--- config.mk ---
export PLATFORM = sky130hd
export DESIGN_NAME = hazard_controller
export DESIGN_NICKNAME = d
export VERILOG_FILES = /design/src/rtl/hazard_controller.sv
export SDC_FILE = /design/constraint.sdc
export NUM_CORES = 1
export LEC_CHECK = 0
export CORE_UTILIZATION = 48
export DETAILED_ROUTE_END_ITERATION = 8
export GPL_TIMING_DRIVEN = 0
export PLACE_DENSITY = 0.87
export SLEW_MARGIN = 40
export SYNTH_ARGS = -nofsm -noshare
export SYNTH_HDL_FRONTEND = slang
export SYNTH_SLANG_ARGS = --single-unit
export TNS_END_PERCENT = 100
--- constraint.sdc ---
create_clock -name clk -period 6.4 [get_ports clk]
set_input_delay 1.28 -clock clk [delete_from_list [all_inputs] [get_ports clk]]
set_output_delay 1.28 -clock clk [all_outputs]
set_load 0.05 [all_outputs]
--- src/rtl/hazard_controller.sv ---
// rtl/hazard_controller.sv - RAW hazard detection, operand forwarding, load-use stall and redirect flush control
module hazard_controller #(
    parameter int unsigned FLUSH_CYCLES = 1,
    parameter logic [1:0]  LOAD_WB_SEL  = 2'd0,
    parameter int unsigned CNT_W        = 32
) (
    input  logic             clk,
    input  logic             reset,
    input  logic [31:0]      i_id_inst,
    input  logic             i_id_valid,
    input  logic [31:0]      i_ex_inst,
    input  logic             i_ex_valid,
    input  logic             i_ex_reg_wr_en,
    input  logic [1:0]       i_ex_wb_sel,
    input  logic             i_ex_pc_sel,
    input  logic [4:0]       i_mem_rd,
    input  logic             i_mem_reg_wr_en,
    output logic             o_stall,
    output logic             o_bubble,
    output logic             o_flush,
    output logic [1:0]       o_fwd_a_sel,
    output logic [1:0]       o_fwd_b_sel,
    output logic [CNT_W-1:0] o_stall_count,
    output logic [CNT_W-1:0] o_flush_count
);

    localparam logic [6:0] OP_LUI    = 7'b0110111;
    localparam logic [6:0] OP_AUIPC  = 7'b0010111;
    localparam logic [6:0] OP_JAL    = 7'b1101111;
    localparam logic [6:0] OP_RTYPE  = 7'b0110011;
    localparam logic [6:0] OP_STORE  = 7'b0100011;
    localparam logic [6:0] OP_BRANCH = 7'b1100011;

    localparam logic [3:0] FLUSH_RELOAD = 4'(FLUSH_CYCLES - 1);
    localparam logic [1:0] FWD_RF  = 2'b00;
    localparam logic [1:0] FWD_MEM = 2'b01;
    localparam logic [1:0] FWD_WB  = 2'b10;

    typedef enum logic {RUN, FLUSH} state_t;

    state_t     state;
    logic [3:0] cnt;

    logic [6:0] id_op;
    logic [4:0] id_rs1;
    logic [4:0] id_rs2;
    logic [4:0] ex_rd;
    logic       rs1_used;
    logic       rs2_used;
    logic       ex_wr;
    logic       ex_is_load;
    logic       ex_hit_a;
    logic       ex_hit_b;
    logic       mem_hit_a;
    logic       mem_hit_b;
    logic       load_use;
    logic       taken;
    logic       flushing;
    logic       stall_now;
    logic [1:0] fwd_a_next;
    logic [1:0] fwd_b_next;

    logic inst_bits_unused;
    assign inst_bits_unused = ^{i_id_inst[31:25], i_id_inst[14:7], i_ex_inst[31:12], i_ex_inst[6:0]};

    assign id_op    = i_id_inst[6:0];
    assign id_rs1   = i_id_inst[19:15];
    assign id_rs2   = i_id_inst[24:20];
    assign ex_rd    = i_ex_inst[11:7];
    assign rs1_used = (id_op != OP_LUI) && (id_op != OP_AUIPC) && (id_op != OP_JAL);
    assign rs2_used = (id_op == OP_RTYPE) || (id_op == OP_STORE) || (id_op == OP_BRANCH);

    // Hits are qualified by a valid decode slot so an empty ID never forwards or stalls.
    assign ex_wr      = i_ex_valid && i_ex_reg_wr_en;
    assign ex_hit_a   = i_id_valid && rs1_used && (id_rs1 != 5'd0) && (id_rs1 == ex_rd) && ex_wr;
    assign ex_hit_b   = i_id_valid && rs2_used && (id_rs2 != 5'd0) && (id_rs2 == ex_rd) && ex_wr;
    assign mem_hit_a  = i_id_valid && rs1_used && (id_rs1 != 5'd0) && (id_rs1 == i_mem_rd) && i_mem_reg_wr_en;
    assign mem_hit_b  = i_id_valid && rs2_used && (id_rs2 != 5'd0) && (id_rs2 == i_mem_rd) && i_mem_reg_wr_en;
    assign ex_is_load = (i_ex_wb_sel == LOAD_WB_SEL);
    assign load_use   = ex_is_load && (ex_hit_a || ex_hit_b);
    assign taken      = i_ex_valid && i_ex_pc_sel;

    // A redirect always beats a load-use stall; outputs are forced low while reset is held.
    assign flushing  = reset && (taken || (state == FLUSH));
    assign stall_now = reset && load_use && !flushing;
    assign o_flush   = flushing;
    assign o_stall   = stall_now;
    assign o_bubble  = flushing || stall_now;

    always_comb begin
        fwd_a_next = FWD_RF;
        fwd_b_next = FWD_RF;
        if (!o_bubble) begin
            if (ex_hit_a && !ex_is_load) fwd_a_next = FWD_MEM;
            else if (mem_hit_a)          fwd_a_next = FWD_WB;
            if (ex_hit_b && !ex_is_load) fwd_b_next = FWD_MEM;
            else if (mem_hit_b)          fwd_b_next = FWD_WB;
        end
    end

    always_ff @(posedge clk or negedge reset) begin
        if (!reset) begin
            state         <= RUN;
            cnt           <= 4'd0;
            o_fwd_a_sel   <= FWD_RF;
            o_fwd_b_sel   <= FWD_RF;
            o_stall_count <= '0;
            o_flush_count <= '0;
        end else begin
            o_fwd_a_sel <= fwd_a_next;
            o_fwd_b_sel <= fwd_b_next;

            case (state)
                RUN: begin
                    if (taken && (FLUSH_CYCLES > 1)) begin
                        state <= FLUSH;
                        cnt   <= FLUSH_RELOAD;
                    end
                end
                FLUSH: begin
                    if (taken) begin
                        cnt <= FLUSH_RELOAD;
                    end else if (cnt == 4'd1) begin
                        state <= RUN;
                        cnt   <= 4'd0;
                    end else begin
                        cnt <= cnt - 4'd1;
                    end
                end
                default: begin
                    state <= RUN;
                    cnt   <= 4'd0;
                end
            endcase

            if (stall_now && !(&o_stall_count))
                o_stall_count <= o_stall_count + CNT_W'(1);
            if (flushing && !(&o_flush_count))
                o_flush_count <= o_flush_count + CNT_W'(1);
        end
    end

endmodule

==> summary.md, run 1 <==
| Metric | Value |
|---|---|
| Chip Height | roughly 91 um |
| Vias in the first global route | roughly 3.2k |
| Initial DRC count | between 100 and 150 |
| Main flop type after synthesis | dfrtp_1 |
| Yosys warns | 0 |
| CP max FO | 9 |
| FMAX | about 180 MHz |
| Pre-CTS setup slack | roughly 1 ns |
| Tmin final | 5.44 ns |
| Inst Count DP | a little under 600 |
| ANT nets after route | 0 |
| DRC viols | 0 |
| Antenna violations before repair | 0 |
| Post-synth EDFFs | 0 |
| Routed WL | 8720 um |
| Logic pwr share | 0.169 |
| DR vias/cell | around 5.5 |
| Power Density | slightly below 200 nW/um^2 |
| Largest net degree at the start of global routing | a little over 40 |
| Core area | 7730 um^2 |
| Distinct cells, synth | 45 |
| RSZ-0062 raised after global routing | false |
| Clk pwr share | 0.341 |
| ANT cells | 0 |
| Ys async rst share | 1.00 |
| Main combinational cell family by area after synthesis | simple AND/OR/NAND/NOR gates |
| Mux cell area share after synthesis | 0.00849 |
| Max Slew Vio Count | 0 |
| Synthesized area per cell | approximately 10 um^2 |
| Non-filler instance count after layout | approximately 590 |
| FP Rows | 32 |
| Synth Net Count | 450 |
| Adder-cell share of the synthesized area | 0.0131 |
| First-pass GRT wire length | around 14,000 um |
| Synth Area in Compound Gates | 0.0278 |
| RD Place Congestion | 0.910 |
| Worst Path Class, Setup | in -> out |
| Reg power frac | 0.490 |
| Worst-case clock buffer depth | 2 |
| Final nets | approximately 570 |
| Power after layout | 1010 uW |
| VDD IR-drop max | between 0.0001 and 0.00015 V |
| Cell area after layout | approximately 5200 um^2 |
| # setup viols final | 0 |
| Port Buffers | ~110 |
| Initial Utilization | 0.496 |
| CTS tree | built |
| Clk_skew | 0.0112 ns |
| Die area | between 8000 and 9000 um^2 |
| Outcome | finished, final reports clean |
| Synthesis-stage register bit count | 73 |
| CTS root buf | clkbuf_8 |
| First-pass iteration count of the detailed router | 4 |
| Post-Synth Simple-Gate Area | 0.276 |
| Quantity of gates resized following cts | 0 |
| Vias after detailed routing | around 3.3k |
| DP Wirelength | roughly 6700 um |
| Area Overhead vs Synth | 36.5% |
| Setup crit start kind | primary input |
| Commonest cells in the netlist | 73 x dfrtp_1, 56 x xnor2_1, 30 x nand2_1 |
| Total track usage | 0.218 |
| Period utilization | 0.850 |
| Routed length per instance | 14.7 um |
| Min Hold Slack | 0.490 ns |
| Dpl cell area | 5040 um^2 |
| Crit path DAT | ~4.2 ns |
| LEAKAGE | around 0.0022 uW |
| Skew-Pair Late Insertion Delay | approximately 0.33 ns |
| Max H-tree Level | 3 |
| Net load switching power | ~280 uW |
| Clock Sinks | 73 |
| Worst Max-Slew Pin Slew | 0.669 ns |
| Global route total overflow | 0 |
| Cts hold-fix bufs | 0 |
| Die extent in x | a little over 90 um |
| Synthesized cell area | 3830 um^2 |
| Most common cell in the netlist | dfrtp_1 |
| Clk slew on worst S/H paths | around 0.060 ns |
| Hold WC Path Type | reg -> reg |
| Seq/Total Area, Yosys | 0.477 |
| CP required | 5.12 ns |
| Rel. slew slack | 0.551 |
| Fillcell total | ~580 |
| Switching Share | 0.274 |
| CTS Buf Count | 9 |
| Max Cap Viol | 0 |
| Postcts setup bufs | 0 |
| Yosys top cell area share | 0.477 |
| Top cell type by total area after synthesis | dfrtp_1 |
| Cells after Synth | 368 |
| Xor/xnor share of the synthesized area | 0.183 |
| Worst setup margin | 0.960 ns |
| Worst Setup End Kind | primary output |
| Pint | ~730 uW |
| Ratio of cells with drive above 1 in the final layout | 0.0794 |
| Top post-synthesis cells by area | dfrtp_1 48%, xnor2_1 13%, xor2_1 5.5% |
| I/O Pins | 149 |
| Final hold vios | 0 |
[worst paths after layout]
kind | slack (ns) | cells past startpoint | endpoint | start
worst max-delay path | 0.96 | 7 | o_stall | i_id_inst[22]
worst min-delay path | 0.49 | 1 | o_stall_count[16] | o_stall_count[16]
worst max register to register | 4.11 | 8 | o_stall_count[29] | o_stall_count[0]
worst min register to register | 0.49 | 1 | o_stall_count[16] | o_stall_count[16]
max in group asynchronous | 5.06 | 2 | o_stall_count[19] | reset
min in group asynchronous | 0.83 | 1 | o_stall_count[6] | reset
[cell type report]
| type | instances | area, um^2 | share of cell area |
|---|---|---|---|
| multi-input combinational | 284 | 1950 | 0.372 |
| sequential | 73 | 1830 | 0.349 |
| timing repair buffer | 107 | 1080 | 0.207 |
| clock buffer | 13 | 149 | 0.0285 |
| tap | 102 | 128 | 0.0244 |
| clock inverter | 3 | 40.0 | 0.00766 |
| inverter | 8 | 30.0 | 0.00574 |
| buffer | 3 | 26.3 | 0.00503 |
[cell families (layout without fill, tap and decap cells)]
family / Yosys count / after routing
simple gates: 181 / 181
compound gates: 16 / 16
mux: 3 / 3
xor+xnor: 80 / 80
fa+ha+maj: 4 / 4
buf+inv: 11 / 134
flops: 73 / 73
[cell usage in the layout, fill, tap and decap left out, drive strengths merged, types with 2 or more instances in the layout]
cell type        n
clkbuf          14
inv              8
and4            10
and3            13
and2             4
buf              4
or2              2
nor3b            2
or4              2
clkinv           2
or3              3
nor3            15
nor2            25
nand4           28
xnor2           56
clkdlybuf4s50  105
nand3           32
nor4             6
o21ai            6
xor2            24
dfrtp           73
a21boi           2
a21oi            4
nand4b           2
nor2b            2
mux2             2
ha               4
nand2           32
[layer usage]
metal	up-vias	GRT usage	routed length (um)
met5	-	0	0
met4	0	0.123	337
met3	30	0.0461	473
li1	1539	-	-
met1	1582	0.258	3630
met2	118	0.369	4290
[sequential cells by signal, summed over array words and instances (netlist names)]
register	flops
o_flush_count	32
o_stall_count	32
cnt	4
o_fwd_a_sel	2
o_fwd_b_sel	2
state	1
[critical path, cell delays in order]
cell	delay, ns
clkdlybuf4s50_1	0.55
xnor2_1	0.16
nand4_1	0.15
nor3_1	0.39
a21boi_4	0.16
nor3_2	0.54
clkdlybuf4s50_1	0.93
[power groups by stage]
stage	Clock [uW]	Combinational [uW]	Sequential, uW
after floorplan	0	38.0	554
after global placement	0	165	504
after detailed placement	0	170	505
after CTS	353	171	496
after global routing	368	181	499
final	345	171	496
[stage by stage]
| step | util | TNS (ns) |
|---|---|---|
| 3_5_place_dp | 0.652 | 0 |
| 4_1_cts | 0.677 | 0 |
| 5_1_grt | 0.677 | 0 |
| 6_report | 0.677 | 0 |
| 3_3_place_gp | 0.649 | -3.76 |
| 2_1_floorplan | - | 0 |
(Power assumes the default switching activity.)
==> inputs of run 2 (changes only) <==
--- a/config.mk
+++ b/config.mk
@@ -5,11 +5,13 @@
 export SDC_FILE = /design/constraint.sdc
 export NUM_CORES = 1
 export LEC_CHECK = 0
+export CAP_MARGIN = 20
 export CORE_UTILIZATION = 48
 export DETAILED_ROUTE_END_ITERATION = 8
 export GPL_TIMING_DRIVEN = 0
 export PLACE_DENSITY = 0.87
-export SLEW_MARGIN = 40
+export REMOVE_ABC_BUFFERS = 1
+export SLEW_MARGIN = 5
 export SYNTH_ARGS = -nofsm -noshare
 export SYNTH_HDL_FRONTEND = slang
 export SYNTH_SLANG_ARGS = --single-unit
==> summary.md, run 2 (synthesis gave the netlist of run 1 again) <==
| Metric | Value |
|---|---|
| Max Slew Vio Count | 0 (unchanged) |
| Chip Height | 91.3 um (unchanged) |
| Util after Layout | 0.676 (-0.00113) |
| Port Buffers | 106 (unchanged) |
| Min Hold Slack | 0.488 ns (-0.00124 ns) |
| Initial DRC count | 108 (-28%) |
| WHS Path Cells | 1 (unchanged) |
| Worst Hold Endpoint | o_flush_count[28] |
| CTS tree | built |
| CTS root buf | clkbuf_8 |
| CTS Buf Count | 9 (unchanged) |
| Largest net degree at the start of global routing | 61 (+49%) |
| Worst Path Class, Setup | in -> out |
| Rel. slew slack | 0.322 (-0.229) |
| Vias in the first global route | 3,190 (-0.72%) |
| RD Place Congestion | 0.857 (-5.8%) |
| R2R Setup Slk | 3.86 ns (-0.25 ns) |
| I/O Pins | 149 (unchanged) |
| Clock Sinks | 73 (unchanged) |
| Quantity of gates resized following cts | 0 (unchanged) |
| Total track usage | 0.225 (+0.00654) |
| Worst Max-Slew Pin Slew | 1.01 ns (+0.340 ns) |
| FP Rows | 32 (unchanged) |
| Worst r2r src | o_stall_count[0] |
| Die extent in x | 91.3 um (unchanged) |
| First-pass iteration count of the detailed router | 4 (unchanged) |
| Skew-Pair Late Insertion Delay | 0.34 ns (about the same) |
| FMAX | 187 MHz (+1.8%) |
| Area Overhead vs Synth | 36.3% |
| Non-filler instance count after layout | 588 (-0.84%) |
| Power Density | 198 nW/um^2 (+2.4%) |
| Hold_sp | o_flush_count[28] |
| Most common cell after layout, fill and taps aside | clkdlybuf4s50_1 |
| Largest regs | o_flush_count (32), o_stall_count (32), cnt (4) |
| Routed WL | 8970 um (+2.9%) |
| Worst-case clock buffer depth | 2 (unchanged) |
| Setup crit start kind | primary input |
| # setup viols final | 0 (unchanged) |
| Initial Utilization | 0.496 (unchanged) |
| Die area | 8340 um^2 (unchanged) |
| Most frequent cells in the layout | 105 x clkdlybuf4s50_1, 73 x dfrtp_1, 56 x xnor2_1, 30 x nand2_1, 28 x nand3_1 |
| LEAKAGE | 0.00217 uW (-0.37%) |
| First-pass GRT wire length | 14,700 um (+2.5%) |
| RSZ-0062 raised after global routing | false |
| Final hold vios | 0 (unchanged) |
| Clk slew on worst S/H paths | 0.07 ns (about the same) |
| VDD IR-drop max | 0.000114 V (+11%) |
| ANT cells | 0 (unchanged) |
| Inst Count DP | 574 (-0.52%) |
| Crit. Startpoint | i_ex_inst[9] |
| Crit path DAT | 4.07 ns (-0.09 ns) |
| Outcome | finished, final reports clean |
| Max H-tree Level | 3 (unchanged) |
| Postcts setup bufs | 0 (unchanged) |
| Ratio of cells with drive above 1 in the final layout | 0.0782 (-0.00124) |
| Clk_skew | 0.00894 ns (-0.00224 ns) |
| DR vias/cell | 5.49 (-0.38%) |
| DRC viols | 0 (unchanged) |
| Tmin final | 5.35 ns (-0.0946 ns) |
| Routed length per instance | 15.3 um (+3.7%) |
| Reg2reg path depth | 6 (-2) |
| CP max FO | 9 (unchanged) |
| Vias after detailed routing | 3,229 (-1.2%) |
| Worst Setup End Kind | primary output |
| Hold WC Path Type | reg -> reg |
| Critical R2R Capture | o_stall_count[1] |
| Core area | 7730 um^2 (unchanged) |
| CP required | 5.12 ns (about the same) |
| Global route total overflow | 0 (unchanged) |
| Final nets | 565 (-0.53%) |
| Antenna violations before repair | 0 (unchanged) |
| DP Wirelength | 6780 um (+0.71%) |
| Cts hold-fix bufs | 0 (unchanged) |
| ANT nets after route | 0 (unchanged) |
| Period utilization | 0.835 (-0.0148) |
| Max Cap Viol | 0 (unchanged) |
[run 2: cell count changes in the layout (fill, tap and decap cells not counted), sizes merged]
cell | before | now
buf | 4 | 2
clkbuf | 14 | 12
clkinv | 2 | 0
clkinvlp | 0 | 1
[run 2: area by class of cell]
class,count,area [um^2]
fillers,577,2510
clock inverters,2,37.5
well taps,102,128
flip-flops and latches,73,1830
repair buffers,107,1090
clock buffers,12,165
multi-input cells,284,1950
inverters,8,30.0
[run 2: report_power, final]
group	total (uW)	internal, uW	switching, uW
clock	369	208	161
combinational	169	68.4	100
sequential	496	476	20.3
total	1030	752	282
[run 2: worst max-delay path by stage]
stage                          to  slack [ns]  cells after the start
after floorplan           o_stall        2.25                      5
after global placement    o_stall       -1.46                      4
after detailed placement  o_stall        1.06                      7
after CTS                 o_stall        1.05                      7
after global routing      o_stall        0.87                      7
final                     o_stall        1.05                      7
[run 2: critical path, stage by stage]
cell	delay, ns
clkdlybuf4s50_1	0.48
xnor2_1	0.23
nand4_1	0.16
nor3_1	0.39
a21boi_4	0.15
nor3_2	0.46
clkdlybuf4s50_1	0.91
[run 2: stage by stage]
stage                     power (uW)  TNS, ns  setup WS (ns)  cell area [um^2]
after global placement           668    -5.13          -1.46              4990
after CTS                       1040        0           1.05              5220
after global routing            1070        0          0.874              5220
final                           1030        0           1.05              5220
after detailed placement         675        0           1.06              5020
after floorplan                  592        0           2.25              3800
[run 2: routing by layer]
metal / GRT usage / wire, um
met3: 0.0385 / 384
met4: 0.112 / 286
met5: 0 / 0
met1: 0.267 / 3710
met2: 0.393 / 4590
==> inputs of run 3 (changes only) <==
--- a/config.mk
+++ b/config.mk
@@ -6,10 +6,10 @@
 export NUM_CORES = 1
 export LEC_CHECK = 0
 export CAP_MARGIN = 20
-export CORE_UTILIZATION = 48
+export CORE_UTILIZATION = 44
 export DETAILED_ROUTE_END_ITERATION = 8
 export GPL_TIMING_DRIVEN = 0
-export PLACE_DENSITY = 0.87
+export PLACE_DENSITY = 0.81
 export REMOVE_ABC_BUFFERS = 1
 export SLEW_MARGIN = 5
 export SYNTH_ARGS = -nofsm -noshare
==> constraint.sdc (replaced) <==
create_clock -name clk -period 5 [get_ports clk]
set_input_delay 1 -clock clk [delete_from_list [all_inputs] [get_ports clk]]
set_output_delay 1 -clock clk [all_outputs]
set_load 0.05 [all_outputs]
==> summary.md, run 3 (synthesis gave the netlist of run 1 again) <==
| Metric | Value |
|---|---|
| Worst Max-Slew Pin Slew | 0.631 ns (-0.378 ns) |
| # setup viols final | 0 (unchanged) |
| Worst Path Class, Setup | in -> out |
| Worst Setup End Kind | primary output |
| Skew-Pair Late Insertion Delay | 0.33 ns (about the same) |
| Core area | 8300 um^2 (+7.4%) |
| FP Rows | 33 (+3.1%) |
| Global route total overflow | 0 (unchanged) |
| Min Hold Slack | 0.487 ns (-0.000909 ns) |
| Most frequent cells in the layout | 105 x clkdlybuf4s50_1, 73 x dfrtp_1, 56 x xnor2_1, 30 x nand2_1, 28 x nand3_1 |
| Quantity of gates resized following cts | 0 (unchanged) |
| Clock Sinks | 73 (unchanged) |
| Largest net degree at the start of global routing | 50 (-18%) |
| Routed WL | 8710 um (-2.9%) |
| Cts hold-fix bufs | 0 (unchanged) |
| ANT cells | 0 (unchanged) |
| Most common cell after layout, fill and taps aside | clkdlybuf4s50_1 |
| Setup crit start kind | primary input |
| Rel. slew slack | 0.577 (+0.255) |
| Chip Height | 95.3 um (+4.3%) |
| CP peak stage delay | 0.92 ns (about the same) |
| Max H-tree Level | 3 (unchanged) |
| Tmin final | around 4.8 ns |
| CTS Buf Count | 9 (unchanged) |
| LEAKAGE | 0.00215 uW (-0.66%) |
| Ratio of cells with drive above 1 in the final layout | 0.0758 (-0.00237) |
| Outcome | finished, final reports clean |
| Reg2reg path depth | 7 (+1) |
| Die extent in x | 95.3 um (+4.3%) |
| Clk slew on worst S/H paths | 0.07 ns (about the same) |
| Crit path max-delay family | buffers and inverters |
| Clk_skew | 0.0125 ns (+0.00353 ns) |
| Postcts setup bufs | 0 (unchanged) |
| Fillcell total | 692 (+20%) |
| Critical path's most frequent cell | clkdlybuf4s50_1 |
| Die area | 9080 um^2 (+8.9%) |
| Antenna violations before repair | 0 (unchanged) |
| Vias in the first global route | 3,026 (-5.1%) |
| First-pass iteration count of the detailed router | 5 (+1) |
| FMAX | 208 MHz |
| Port Buffers | 106 (unchanged) |
| RD Place Congestion | 0.865 (+0.98%) |
| VDD IR-drop max | 0.000274 V (+140%) |
| Initial DRC count | 98 (-9.3%) |
| Slowest library cell on the worst path | clkdlybuf4s50_1 |
| WHS Path Cells | 1 (unchanged) |
| CTS tree | built |
| Crit path DAT | 3.80 ns (-0.27 ns) |
| Power Density | 238 nW/um^2 (+20%) |
| ANT nets after route | 0 (unchanged) |
| Vias after detailed routing | 3,174 (-1.7%) |
| CP required | 4.00 ns (-1.12 ns) |
| Cell Chain, Critical Path | clkdlybuf4s50_1 > xnor2_1 > nand4_1 > nor3_1 > a21boi_4 > nor3_2 > clkdlybuf4s50_1 |
| DR vias/cell | 5.35 (-2.5%) |
| Final hold vios | 0 (unchanged) |
| Area of the multi-input gates | 1950 um^2 (unchanged) |
| Cell area after layout | 5190 um^2 (-0.65%) |
| CTS root buf | clkbuf_8 |
| Max Cap Viol | 0 (unchanged) |
| Dpl cell area | 5020 um^2 (about the same) |
| Sequential cell area | 1830 um^2 (unchanged) |
| Total track usage | 0.205 (-0.0203) |
| Worst-case clock buffer depth | 2 (unchanged) |
| Period utilization | 0.960 |
| Number of cells on the critical path | 7 (unchanged) |
| Buf/Inv on CP | 2 (unchanged) |
| Largest regs | o_flush_count (32), o_stall_count (32), cnt (4) |
| Final nets | 566 (+0.18%) |
| RSZ-0062 raised after global routing | false |
| CP max FO | 9 (unchanged) |
| Hold WC Path Type | reg -> reg |
| DRC viols | 0 (unchanged) |
| Util after Layout | 0.625 (-0.0506) |
| Routed length per instance | 14.7 um (-3.7%) |
| Initial Utilization | 0.461 (-0.0341) |
| Area Overhead vs Synth | 35.4% |
| First-pass GRT wire length | 14,400 um (-2.1%) |
| DP Wirelength | 6720 um (-0.78%) |
| Power after layout | 1230 uW (+19%) |
| Max Slew Vio Count | 0 (unchanged) |
| I/O Pins | 149 (unchanged) |
## run 3: cell types whose count changed in the layout (fill, tap and decap cells not counted), sizes merged
cell and delta:
clkinv +3, clkinvlp -1, bufinv -1, buf +1
## run 3: worst register-to-register path: cells and delay by family (launching register included)
kind / cells / cell delay (ns)
AND/OR/NAND/NOR: 5 / 1.30
flip-flops: 1 / 0.50
AO/OA/AOI/OAI: 1 / 0.15
XOR/XNOR: 1 / 0.14
## run 3: metal layers
metal	vias to the layer above	routed length, um	track usage
met5	-	0	0
met4	0	51	0.0657
met3	4	416	0.0431
met2	82	4410	0.340
met1	1541	3830	0.265
li1	1547	-	-
## run 3: path summary, 6_finish.rpt
| path | startpoint | endpoint | slack [ns] |
|---|---|---|---|
| min in group asynchronous | reset | o_stall_count[10] | 0.58 |
| hold / removal | o_stall_count[5] | o_stall_count[5] | 0.49 |
| max in group asynchronous | reset | o_flush_count[9] | 3.87 |
| hold reg to reg | o_stall_count[5] | o_stall_count[5] | 0.49 |
| setup reg to reg | state | o_flush_count[31] | 2.80 |
| setup / recovery | i_id_inst[20] | o_stall | 0.20 |
## run 3: through the flow
stage / std cells / setup TNS, ns / setup slack [ns]
6_report: 593 / 0 / 0.199
5_1_grt: 593 / 0 / 0.0323
4_1_cts: 592 / 0 / 0.194
3_5_place_dp: 577 / 0 / 0.197
3_3_place_gp: 576 / -54.03 / -2.33
2_1_floorplan: 365 / 0 / 1.41
## run 3: power by group
part	switching, uW	total, uW	leakage (uW)	internal, uW
Combinational	127	214	0.00108	87.7
Sequential	27.2	636	0.000992	609
Clock	206	384	0.0000802	178
## run 3: area by class of cell
class                      instances  area share
clock inverter                     3     0.00362
clock buffer                      12      0.0261
sequential                        73       0.352
inverter                           8     0.00579
tap                              105      0.0253
multi-input combinational        284       0.375
timing repair buffer             108       0.212
